==> src/rtl/sm_color_sensor_emulator.sv <==
// sm_color_sensor_emulator
//
// Emulates a TCS3200-class colour sensor. The sensor control pins select a
// photodiode channel and an output scaling; cs_out is a 50 % square wave whose
// half-period is the programmed channel value times the scaling multiplier.
//
// Ports:
//   clk, rst           system clock, asynchronous active-high reset
//   S0, S1             scaling select (00 off, 01 x50, 10 x5, 11 x1), async pins
//   S2, S3             filter select (00 red, 01 blue, 10 clear, 11 green), async pins
//   OE                 output enable, active-low, async pin
//   cfg_we/sel/data    one-cycle write of a channel half-period (0 = dark)
//   cs_out             emulated sensor frequency output (registered)
//   cs_oe_n            synchronised OE, for pad tri-state control
//
// Optional build macro SM_CS_EMU_JITTER_EN: an 8-bit LFSR stretches each
// half-period by one cycle whenever its LSB is set, modelling edge jitter.
module sm_color_sensor_emulator #(
    parameter int unsigned CNT_W = 16
) (
    input  logic             clk,
    input  logic             rst,
    input  logic             S0,
    input  logic             S1,
    input  logic             S2,
    input  logic             S3,
    input  logic             OE,
    input  logic             cfg_we,
    input  logic [1:0]       cfg_sel,
    input  logic [CNT_W-1:0] cfg_data,
    output logic             cs_out,
    output logic             cs_oe_n
);
    // x50 on a CNT_W value fits in CNT_W+6 bits (50 < 64).
    localparam int unsigned NW = CNT_W + 6;

    typedef enum logic [1:0] {StOff, StDark, StRun} state_e;

    // Pin synchronisers; select bits packed as {S0,S1,S2,S3}.
    logic [3:0] sel_meta_q, sel_sync_q, sel_prev_q;
    logic       oe_meta_q, oe_n_s;

    always_ff @(posedge clk or posedge rst) begin
        if (rst) begin
            sel_meta_q <= 4'b0000;
            sel_sync_q <= 4'b0000;
            sel_prev_q <= 4'b0000;
            oe_meta_q  <= 1'b1;
            oe_n_s     <= 1'b1;
        end else begin
            sel_meta_q <= {S0, S1, S2, S3};
            sel_sync_q <= sel_meta_q;
            sel_prev_q <= sel_sync_q;
            oe_meta_q  <= OE;
            oe_n_s     <= oe_meta_q;
        end
    end

    logic [1:0] scale, filt, ch;
    logic       sel_chg;

    assign scale   = sel_sync_q[3:2];
    assign filt    = sel_sync_q[1:0];
    assign sel_chg = (sel_sync_q != sel_prev_q);

    always_comb begin
        ch = 2'd0;
        unique case (filt)
            2'b00: ch = 2'd0;   // red
            2'b01: ch = 2'd2;   // blue
            2'b10: ch = 2'd3;   // clear
            2'b11: ch = 2'd1;   // green
        endcase
    end

    // Channel half-period registers.
    logic [CNT_W-1:0] hp_q [4];

    always_ff @(posedge clk or posedge rst) begin
        if (rst) begin
            for (int i = 0; i < 4; i++) begin
                hp_q[i] <= '0;
            end
        end else if (cfg_we) begin
            hp_q[cfg_sel] <= cfg_data;
        end
    end

    // Effective half-period via shift-add: x50 = 32+16+2, x5 = 4+1.
    logic [NW-1:0] hp_ext, n_now, n_toggle;

    assign hp_ext = NW'(hp_q[ch]);

    always_comb begin
        n_now = '0;
        unique case (scale)
            2'b01:   n_now = (hp_ext << 5) + (hp_ext << 4) + (hp_ext << 1);
            2'b10:   n_now = (hp_ext << 2) + hp_ext;
            2'b11:   n_now = hp_ext;
            default: n_now = '0;
        endcase
    end

    state_e        state_q, state_d;
    logic [NW-1:0] cnt_q, cnt_d, n_q, n_d;
    logic          level_q, level_d;
    logic          cnt_hit;

    assign cnt_hit = (cnt_q == n_q - NW'(1));

`ifdef SM_CS_EMU_JITTER_EN
    logic [7:0] lfsr_q;
    logic       lfsr_adv;

    assign lfsr_adv = (scale != 2'b00) && (state_q == StRun) && !sel_chg && cnt_hit;

    // x^8+x^6+x^5+x^4+1, advanced once per toggle.
    always_ff @(posedge clk or posedge rst) begin
        if (rst) begin
            lfsr_q <= 8'hA5;
        end else if (lfsr_adv) begin
            lfsr_q <= {lfsr_q[6:0], lfsr_q[7] ^ lfsr_q[5] ^ lfsr_q[4] ^ lfsr_q[3]};
        end
    end

    assign n_toggle = (n_now != '0) ? n_now + NW'(lfsr_q[0]) : '0;
`else
    assign n_toggle = n_now;
`endif

    // A select change outranks a coincident toggle: the counter restarts and
    // level holds, so the next edge is always a full new half-period away.
    always_comb begin
        state_d = state_q;
        cnt_d   = cnt_q;
        n_d     = n_q;
        level_d = level_q;
        if (scale == 2'b00) begin
            state_d = StOff;
            cnt_d   = '0;
            n_d     = '0;
            level_d = 1'b0;
        end else begin
            unique case (state_q)
                StOff: begin
                    cnt_d   = '0;
                    level_d = 1'b0;
                    n_d     = n_now;
                    state_d = (n_now == '0) ? StDark : StRun;
                end
                StDark: begin
                    cnt_d   = '0;
                    level_d = 1'b0;
                    if (n_now != '0) begin
                        n_d     = n_now;
                        state_d = StRun;
                    end
                end
                StRun: begin
                    if (sel_chg) begin
                        cnt_d = '0;
                        n_d   = n_now;
                        if (n_now == '0) begin
                            state_d = StDark;
                            level_d = 1'b0;
                        end
                    end else if (cnt_hit) begin
                        cnt_d   = '0;
                        n_d     = n_toggle;
                        level_d = ~level_q;
                        if (n_now == '0) begin
                            state_d = StDark;
                            level_d = 1'b0;
                        end
                    end else begin
                        cnt_d = cnt_q + NW'(1);
                    end
                end
                default: state_d = StOff;
            endcase
        end
    end

    always_ff @(posedge clk or posedge rst) begin
        if (rst) begin
            state_q <= StOff;
            cnt_q   <= '0;
            n_q     <= '0;
            level_q <= 1'b0;
            cs_out  <= 1'b0;
        end else begin
            state_q <= state_d;
            cnt_q   <= cnt_d;
            n_q     <= n_d;
            level_q <= level_d;
            cs_out  <= level_d & ~oe_n_s;
        end
    end

    assign cs_oe_n = oe_n_s;

endmodule

==> config.mk <==
export PLATFORM = sky130hd
export DESIGN_NAME = sm_color_sensor_emulator
export DESIGN_NICKNAME = d
export VERILOG_FILES = /design/src/rtl/sm_color_sensor_emulator.sv
export SDC_FILE = /design/constraint.sdc
export NUM_CORES = 1
export LEC_CHECK = 0
export CAP_MARGIN = 20
export CORE_MARGIN = 2
export CORE_UTILIZATION = 50
export DETAILED_ROUTE_END_ITERATION = 16
export PLACE_DENSITY_LB_ADDON = 0.1
export SETUP_SLACK_MARGIN = 0.02
export SLEW_MARGIN = 20
export SYNTH_ARGS = -nofsm -noshare
export SYNTH_HDL_FRONTEND = slang
export SYNTH_SLANG_ARGS = --single-unit
==> constraint.sdc <==
create_clock -name clk -period 11 [get_ports clk]
set_input_delay 1.1 -clock clk [delete_from_list [all_inputs] [get_ports clk]]
set_output_delay 1.1 -clock clk [all_outputs]
set_load 0.01 [all_outputs]
==> results of run 1 <==
==> per-layer routing <==
metal,vias to the layer above,GRT usage,wire [um]
met5,-,0,0
met4,0,0.1036,602
met3,43,0.05481,883
met2,148,0.4119,10740
met1,3399,0.2981,9138
li1,3241,-,-
==> worst register-to-register path: stages (launching register included) <==
cell	delay [ns]
dfrtp_1	0.40
inv_1	0.06
ha_1	0.22
nor2_4	0.70
mux4_2	0.76
xnor2_1	0.18
ha_1	0.29
ha_1	0.23
fa_1	0.40
a21o_1	0.22
a221oi_2	0.35
o22ai_1	0.17
a21boi_1	0.24
xnor2_1	0.09
a32o_1	0.23
or4b_1	0.45
or4_1	0.55
or4_4	0.57
a21oi_4	0.54
mux2_2	0.41
==> how the worst max path moves through the flow <==
stage,from,endpoint,slack [ns],cells past startpoint
2_1_floorplan,sel_sync_q[0]$_DFF_PP0_,n_q[18]$_DFFE_PP0P_,4.70,21
3_3_place_gp,sel_sync_q[0]$_DFF_PP0_,n_q[18]$_DFFE_PP0P_,3.95,19
3_5_place_dp,sel_sync_q[0]$_DFF_PP0_,n_q[18]$_DFFE_PP0P_,3.83,19
4_1_cts,sel_sync_q[0]$_DFF_PP0_,n_q[18]$_DFFE_PP0P_,3.79,19
5_1_grt,sel_sync_q[0]$_DFF_PP0_,n_q[18]$_DFFE_PP0P_,3.41,19
6_report,sel_sync_q[0]$_DFF_PP0_,n_q[18]$_DFFE_PP0P_,3.83,19
==> logic make-up after synthesis <==
logic type / Yosys count / share of synthesized area
multiplexers: 108 / 0.1581
XOR/XNOR: 65 / 0.06488
adder cells (fa/ha/maj): 54 / 0.08556
AND/OR/NAND/NOR: 246 / 0.1456
flip-flops: 126 / 0.3596
buffers and inverters: 60 / 0.02951
AO/OA/AOI/OAI: 193 / 0.1567
==> registers in the layout, summed over array words and instances (netlist names) <==
register and count:
sel_prev_q 4, cs_out 1, n_q 22, oe_meta_q 1
cnt_q 22, sel_meta_q 4, cs_oe_n 1, hp_q 64
state_q 2, level_q 1, sel_sync_q 4
==> report_power, final <==
| part | total [mW] | leakage, nW | switching, mW | internal (mW) |
|---|---|---|---|---|
| Combinational | 1.34 | 2.31 | 0.761 | 0.575 |
| Sequential | 0.645 | 1.56 | 0.0951 | 0.550 |
| Clock | 0.612 | 0.312 | 0.223 | 0.389 |
==> cell usage in the layout, fill, tap and decap left out, drive strengths merged, types with 27 or more instances in the layout <==
master,n
a21oi,36
clkdlybuf4s50,27
dfrtp,124
ha,44
inv,36
mux2,75
nand2,50
nand3,29
nor2,57
o21ai,32
xnor2,32
xor2,33
==> metrics by stage <==
step / setup WS [ns] / utilization / power [mW] / hold slack [ns] / cells
final: 3.831 / 0.5742 / 2.594 / 0.3547 / 1116
after global routing: 3.408 / 0.5742 / 2.786 / 0.3591 / 1116
after CTS: 3.788 / 0.5742 / 2.592 / 0.3558 / 1116
after detailed placement: 3.833 / 0.5369 / 1.963 / 0.3464 / 1084
after global placement: 3.945 / 0.5365 / 1.929 / 0.3355 / 1083
after floorplan: 4.701 / - / 1.665 / 0.3312 / 852
==> final cells by class <==
class / instances / area [sq um] / area share
flip-flops and latches: 126 / 3156 / 0.3188
clock inverters: 14 / 202.7 / 0.02048
repair buffers: 35 / 330.3 / 0.03338
multi-input cells: 666 / 5365 / 0.5421
inverters: 32 / 122.6 / 0.01239
clock buffers: 18 / 439.2 / 0.04437
well taps: 225 / 281.5 / 0.02845
==> out/metrics.csv, run 1 <==
metric;value;unit
vias post-DR;6831;
CTS tree;built;
syn_nets;932;
Post-Synthesis Cells;852;
most frequent cell after synthesis;dfrtp_1;
HP Start;oe_meta_q$_DFF_PP1_;
worst skew pair latency;0.43;ns
max incr delay on CP;0.73;ns
Die ar.;0.01863;sq mm
Hold/Removal Path Class;reg -> reg;
share of the synthesized area in the top cell type;0.3536;
vias in the first global route;6836;
Filler cells;1484;
Vias/cell;6.121;
IO Count;28;
Core ar.;0.01724;sq mm
Core Rows;48;
layout net count;958;
CP Launch Type;flop;
final wirelength;21.37;mm
RePlAce Congestion;0.9025;
number of flops mapped to enable cells by yosys;0;
Max Cap Viol;0;
leading area contributor after synthesis;dfrtp_1;
reg-to-reg slack, setup;3.83;ns
achievable frequency;0.1395;GHz
Max-Slew Margin vs Limit;0.3474;
CP Data Required Time;11.31;ns
RSZ-0062 raised after global routing;no;
CTS Buf Count;17;
Synth area leaders;dfrtp_1 (35%), mux2_2 (9.5%), ha_1 (6.3%), mux4_2 (4.4%), xor2_1 (3.3%);
total grt overflow;0;
Arr. time, crit path;7.48;ns
count of cell types in the netlist;76;
list of most frequent post-synthesis cells;dfrtp_1 (124), mux2_2 (74), nor2_1 (56), nand2_1 (50), ha_1 (44);
#FFs+latches synth;126;
initial antenna violation count;0;
Top FF cell, synth;dfrtp_1;
PortBufs;27;
Routed Antenna Nets;0;
Critical Path Fanout Max;24;
HPWL after DPL;15.78;mm
Initial Utilization;0.5091;
fraction of layout cells with a size suffix above 1;0.1695;
area of placed instances;0.009255;sq mm
die height;136.5;um
Synth Warn #;0;
area of the mapped netlist;0.008775;sq mm
FF-to-FF path depth;19;
PostCTS Resize Cnt;0;
critical path type;reg -> reg;
Pwr per Cell Area;262.1;mW/mm^2
hold path depth;0;
Max VDD drop;0.1447;mV
n_diodes;0;
hold_buf cts;0;
clock skew;0.01258;ns
Slowest-stage cell, CP;mux4_2;
Post-CTS Setup Bufs;0;
clk root buf;clkbuf_16;
Final Hold Viols;0;
clock-pin transition on the worst setup and hold timing paths;0.06;ns
outcome;finished clean;
# DRC;0;
P&R area growth vs syn;12.79;%
fin area;0.009897;sq mm
Worst Tran Pin Value;0.9759;ns
Routed wire per std cell;19.15;um
DRT iter0 DRCs;388;
r2r startpoint;sel_sync_q[0]$_DFF_PP0_;
H-tree depth;4;
endpoint class of the critical path;flop;
sequential share of the synthesized area;0.3596;
Hold EP;cs_oe_n$_DFF_PP1_;
cell breakdown of the critical path;inv_1, ha_1, nor2_4, mux4_2, xnor2_1, ha_1, ha_1, fa_1, a21o_1, a221oi_2, o22ai_1, a21boi_1, xnor2_1, a32o_1, or4b_1, or4_1, or4_4, a21oi_4, mux2_2;
Final Max Tran Viols;0;
final worst path period need;7.169;ns
Crit Reg-Reg Endpoint;n_q[18]$_DFFE_PP0P_;
Post-synth ARST share;1.000;
Finish-stage setup viols;0;
GRT Util Overall;0.2434;
TritonRoute pass-1 iters;4;
static leakage;4.186;nW
largest net degree at the start of global routing;65;
WP buf/inv;1;
CP most frequent cell;ha_1;
clock buffer depth;2;
setup TNS;0;ns
Crit path max-delay family;simple AND/OR/NAND/NOR gates;
Tcrit/Tclk final;0.6518;
first-pass GRT wire length;34.85;mm
die width;136.5;um
synthesized area per cell;10.30;sq um
clk sinks;126;
No activity file was read; power rests on OpenSTA's default activity.
==> inputs of run 2 (changes only) <==
clock period = 7.24 ns   (was 11 ns; I/O delays follow)
==> out/metrics.csv, run 2 (synthesis results as in run 1) <==
metric;value;unit;change
clock skew;0.01232;ns;-0.0002594 ns
CTS Buf Count;17;;unchanged
Max-Slew Margin vs Limit;0.3198;;-0.02764
Worst Tran Pin Value;1.017;ns;+0.04133 ns
CP Data Required Time;7.59;ns;-3.72 ns
Slowest-stage cell, CP;ha_1;;
fraction of layout cells with a size suffix above 1;0.1771;;+0.007588
WP buf/inv;2;;+1
Hold/Removal Path Class;reg -> reg;;
clock-pin transition on the worst setup and hold timing paths;0.07;ns;about the same
Arr. time, crit path;7.03;ns;-0.45 ns
Critical Path Fanout Max;22;;-8.3%
cell breakdown of the critical path;inv_1, ha_1, mux4_2, xnor2_1, ha_1, ha_1, fa_1, a21o_1, a221oi_2, o22ai_1, a21boi_1, xnor2_1, a32o_1, or4b_1, or4_1, or4_4, a21oi_4, buf_4, mux2i_1;;
area of placed instances;0.009270;sq mm;+0.16%
PortBufs;27;;unchanged
Filler cells;1426;;-3.9%
top flop regs;hp_q: 64 flops, cnt_q: 22 flops, n_q: 22 flops;;
switching share of power;0.4357;;+0.01948
P_int;2.214;mW;+46%
final wirelength;22.33;mm;+4.5%
Tcrit/Tclk final;0.9230;;+0.2712
commonest non-fill, non-tap cell in the layout;dfrtp_1;;
RSZ-0062 raised after global routing;no;;
Core ar.;0.01724;sq mm;unchanged
Die ar.;0.01863;sq mm;unchanged
combinational group share of total power;0.530;;+0.015
Final Max Tran Viols;0;;unchanged
CP most frequent cell;ha_1;;
DRT iter0 DRCs;441;;+14%
Core Rows;48;;unchanged
Final Hold Viols;0;;unchanged
Max VDD drop;0.3125;mV;+120%
reg-to-reg slack, setup;0.56;ns;-3.27 ns
critical path type;reg -> reg;;
worst skew pair latency;0.44;ns;about the same
Initial Utilization;0.5091;;unchanged
routed wl met3;889;um;+0.68%
outcome;finished clean;;
clk root buf;clkbuf_16;;
most frequent cells in the layout;dfrtp_1 (124), mux2_2 (74), nor2_1 (55), nand2_1 (50), ha_1 (44);;
Reg with most FFs;hp_q;;
# DRC;0;;unchanged
final worst path period need;6.682;ns;-0.4869 ns
Max Cap Viol;0;;unchanged
achievable frequency;0.1496;GHz;+7.3%
total grt overflow;0;;unchanged
layout net count;965;;+0.73%
Finish-stage setup viols;0;;unchanged
HPWL after DPL;16.54;mm;+4.8%
die width;136.5;um;unchanged
GRT Util Overall;0.2530;;+0.009651
Routed wire per std cell;19.89;um;+3.9%
setup TNS;0;ns;unchanged
CTS tree;built;;
top sig layer;met4;;
vias post-DR;6968;;+2.0%
Pwr per Cell Area;395.8;mW/mm^2;+51%
max incr delay on CP;0.92;ns;+0.19 ns
static leakage;4.199;nW;+0.31%
n_diodes;0;;unchanged
initial antenna violation count;0;;unchanged
Reg power frac;0.249;;about the same
vias in the first global route;7057;;+3.2%
P&R area growth vs syn;12.95;%;
IO Count;28;;unchanged
Vias/cell;6.205;;+1.4%
max reg flops;64;;unchanged
fin area;0.009911;sq mm;+0.14%
met2 WL post-DR;11.34;mm;+5.6%
clock power share;0.221;;-0.015
clk sinks;126;;unchanged
H-tree depth;4;;unchanged
die height;136.5;um;unchanged
endpoint class of the critical path;flop;;
CP Launch Type;flop;;
TritonRoute pass-1 iters;6;;+2
M1 WL;9.503;mm;+4.0%
RePlAce Congestion;0.9614;;+6.5%
PostCTS Resize Cnt;0;;unchanged
Crit path max-delay family;adder cells;;
first-pass GRT wire length;36.49;mm;+4.7%
clock buffer depth;2;;unchanged
largest net degree at the start of global routing;66;;+1.5%
Routed Antenna Nets;0;;unchanged
Psw;1.709;mW;+58%
## run 2: cell count changes in the layout (fill, tap and decap cells not counted), sizes merged
cell      before  now
buf            8   15
bufinv         4    1
clkbuf        18   17
clkinv         5    1
clkinvlp       1    2
inv           36   43
## run 2: cell type report
cell class | instances | area, sq um | area share
clock buffers | 17 | 425.4 | 0.04292
clock inverters | 15 | 162.7 | 0.01641
inverters | 32 | 122.6 | 0.01237
multi-input cells | 666 | 5368 | 0.5416
flip-flops and latches | 126 | 3156 | 0.3184
well taps | 225 | 281.5 | 0.02841
repair buffers | 42 | 395.4 | 0.03989
## run 2: power by group through the flow
stage | combinational, mW | sequential (mW) | clock, mW
final | 2.08 | 0.977 | 0.868
after CTS | 2.06 | 0.973 | 0.882
after global placement | 1.99 | 0.978 | 0
after global routing | 2.30 | 0.994 | 0.913
after floorplan | 1.60 | 0.935 | 0
after detailed placement | 2.04 | 0.984 | 0
## run 2: metrics by stage
| stage | utilization | setup slack, ns | cells | hold slack [ns] | power (mW) |
|---|---|---|---|---|---|
| floorplan | - | 0.9408 | 852 | 0.3312 | 2.530 |
| global placement | 0.5378 | 0.6558 | 1086 | 0.3326 | 2.963 |
| detailed placement | 0.5378 | 0.5264 | 1086 | 0.3419 | 3.022 |
| CTS | 0.5719 | 0.4784 | 1118 | 0.3577 | 3.913 |
| global route | 0.5750 | 0.1126 | 1123 | 0.3707 | 4.206 |
| finish | 0.5750 | 0.5575 | 1123 | 0.3548 | 3.923 |
## run 2: repair_timing
item | CTS | global route
setup buffers | 0 | 5
hold buffers | 0 | 0
setup endpoints to repair | 0 | 3
## run 2: path summary, 6_finish.rpt
check | startpoint | to | cells past startpoint
worst min-delay path | sel_meta_q[3]$_DFF_PP0_ | sel_sync_q[3]$_DFF_PP0_ | 0
worst max register to register | sel_sync_q[0]$_DFF_PP0_ | n_q[9]$_DFFE_PP0P_ | 19
worst min register to register | sel_meta_q[3]$_DFF_PP0_ | sel_sync_q[3]$_DFF_PP0_ | 0
min in group asynchronous | rst | hp_q[3]$_DFFE_PP0P_ | 2
max in group asynchronous | rst | sel_prev_q[2]$_DFF_PP0_ | 3
worst max-delay path | sel_sync_q[0]$_DFF_PP0_ | n_q[9]$_DFFE_PP0P_ | 19
## run 2: worst reg2reg max path, stage by stage, from the launching register on
cell      delay [ns]
dfrtp_1         0.40
inv_1           0.06
ha_1            0.92
mux4_2          0.56
xnor2_1         0.18
ha_1            0.28
ha_1            0.23
fa_1            0.41
a21o_1          0.22
a221oi_2        0.36
o22ai_1         0.17
a21boi_1        0.26
xnor2_1         0.10
a32o_1          0.22
or4b_1          0.45
or4_1           0.56
or4_4           0.57
a21oi_4         0.17
buf_4           0.28
mux2i_1         0.22
## run 2: metal layers
metal,vias up,GRT usage
met3,39,0.04176
met4,0,0.09954
li1,3253,-
met5,-,0
met2,185,0.4361
met1,3491,0.3164
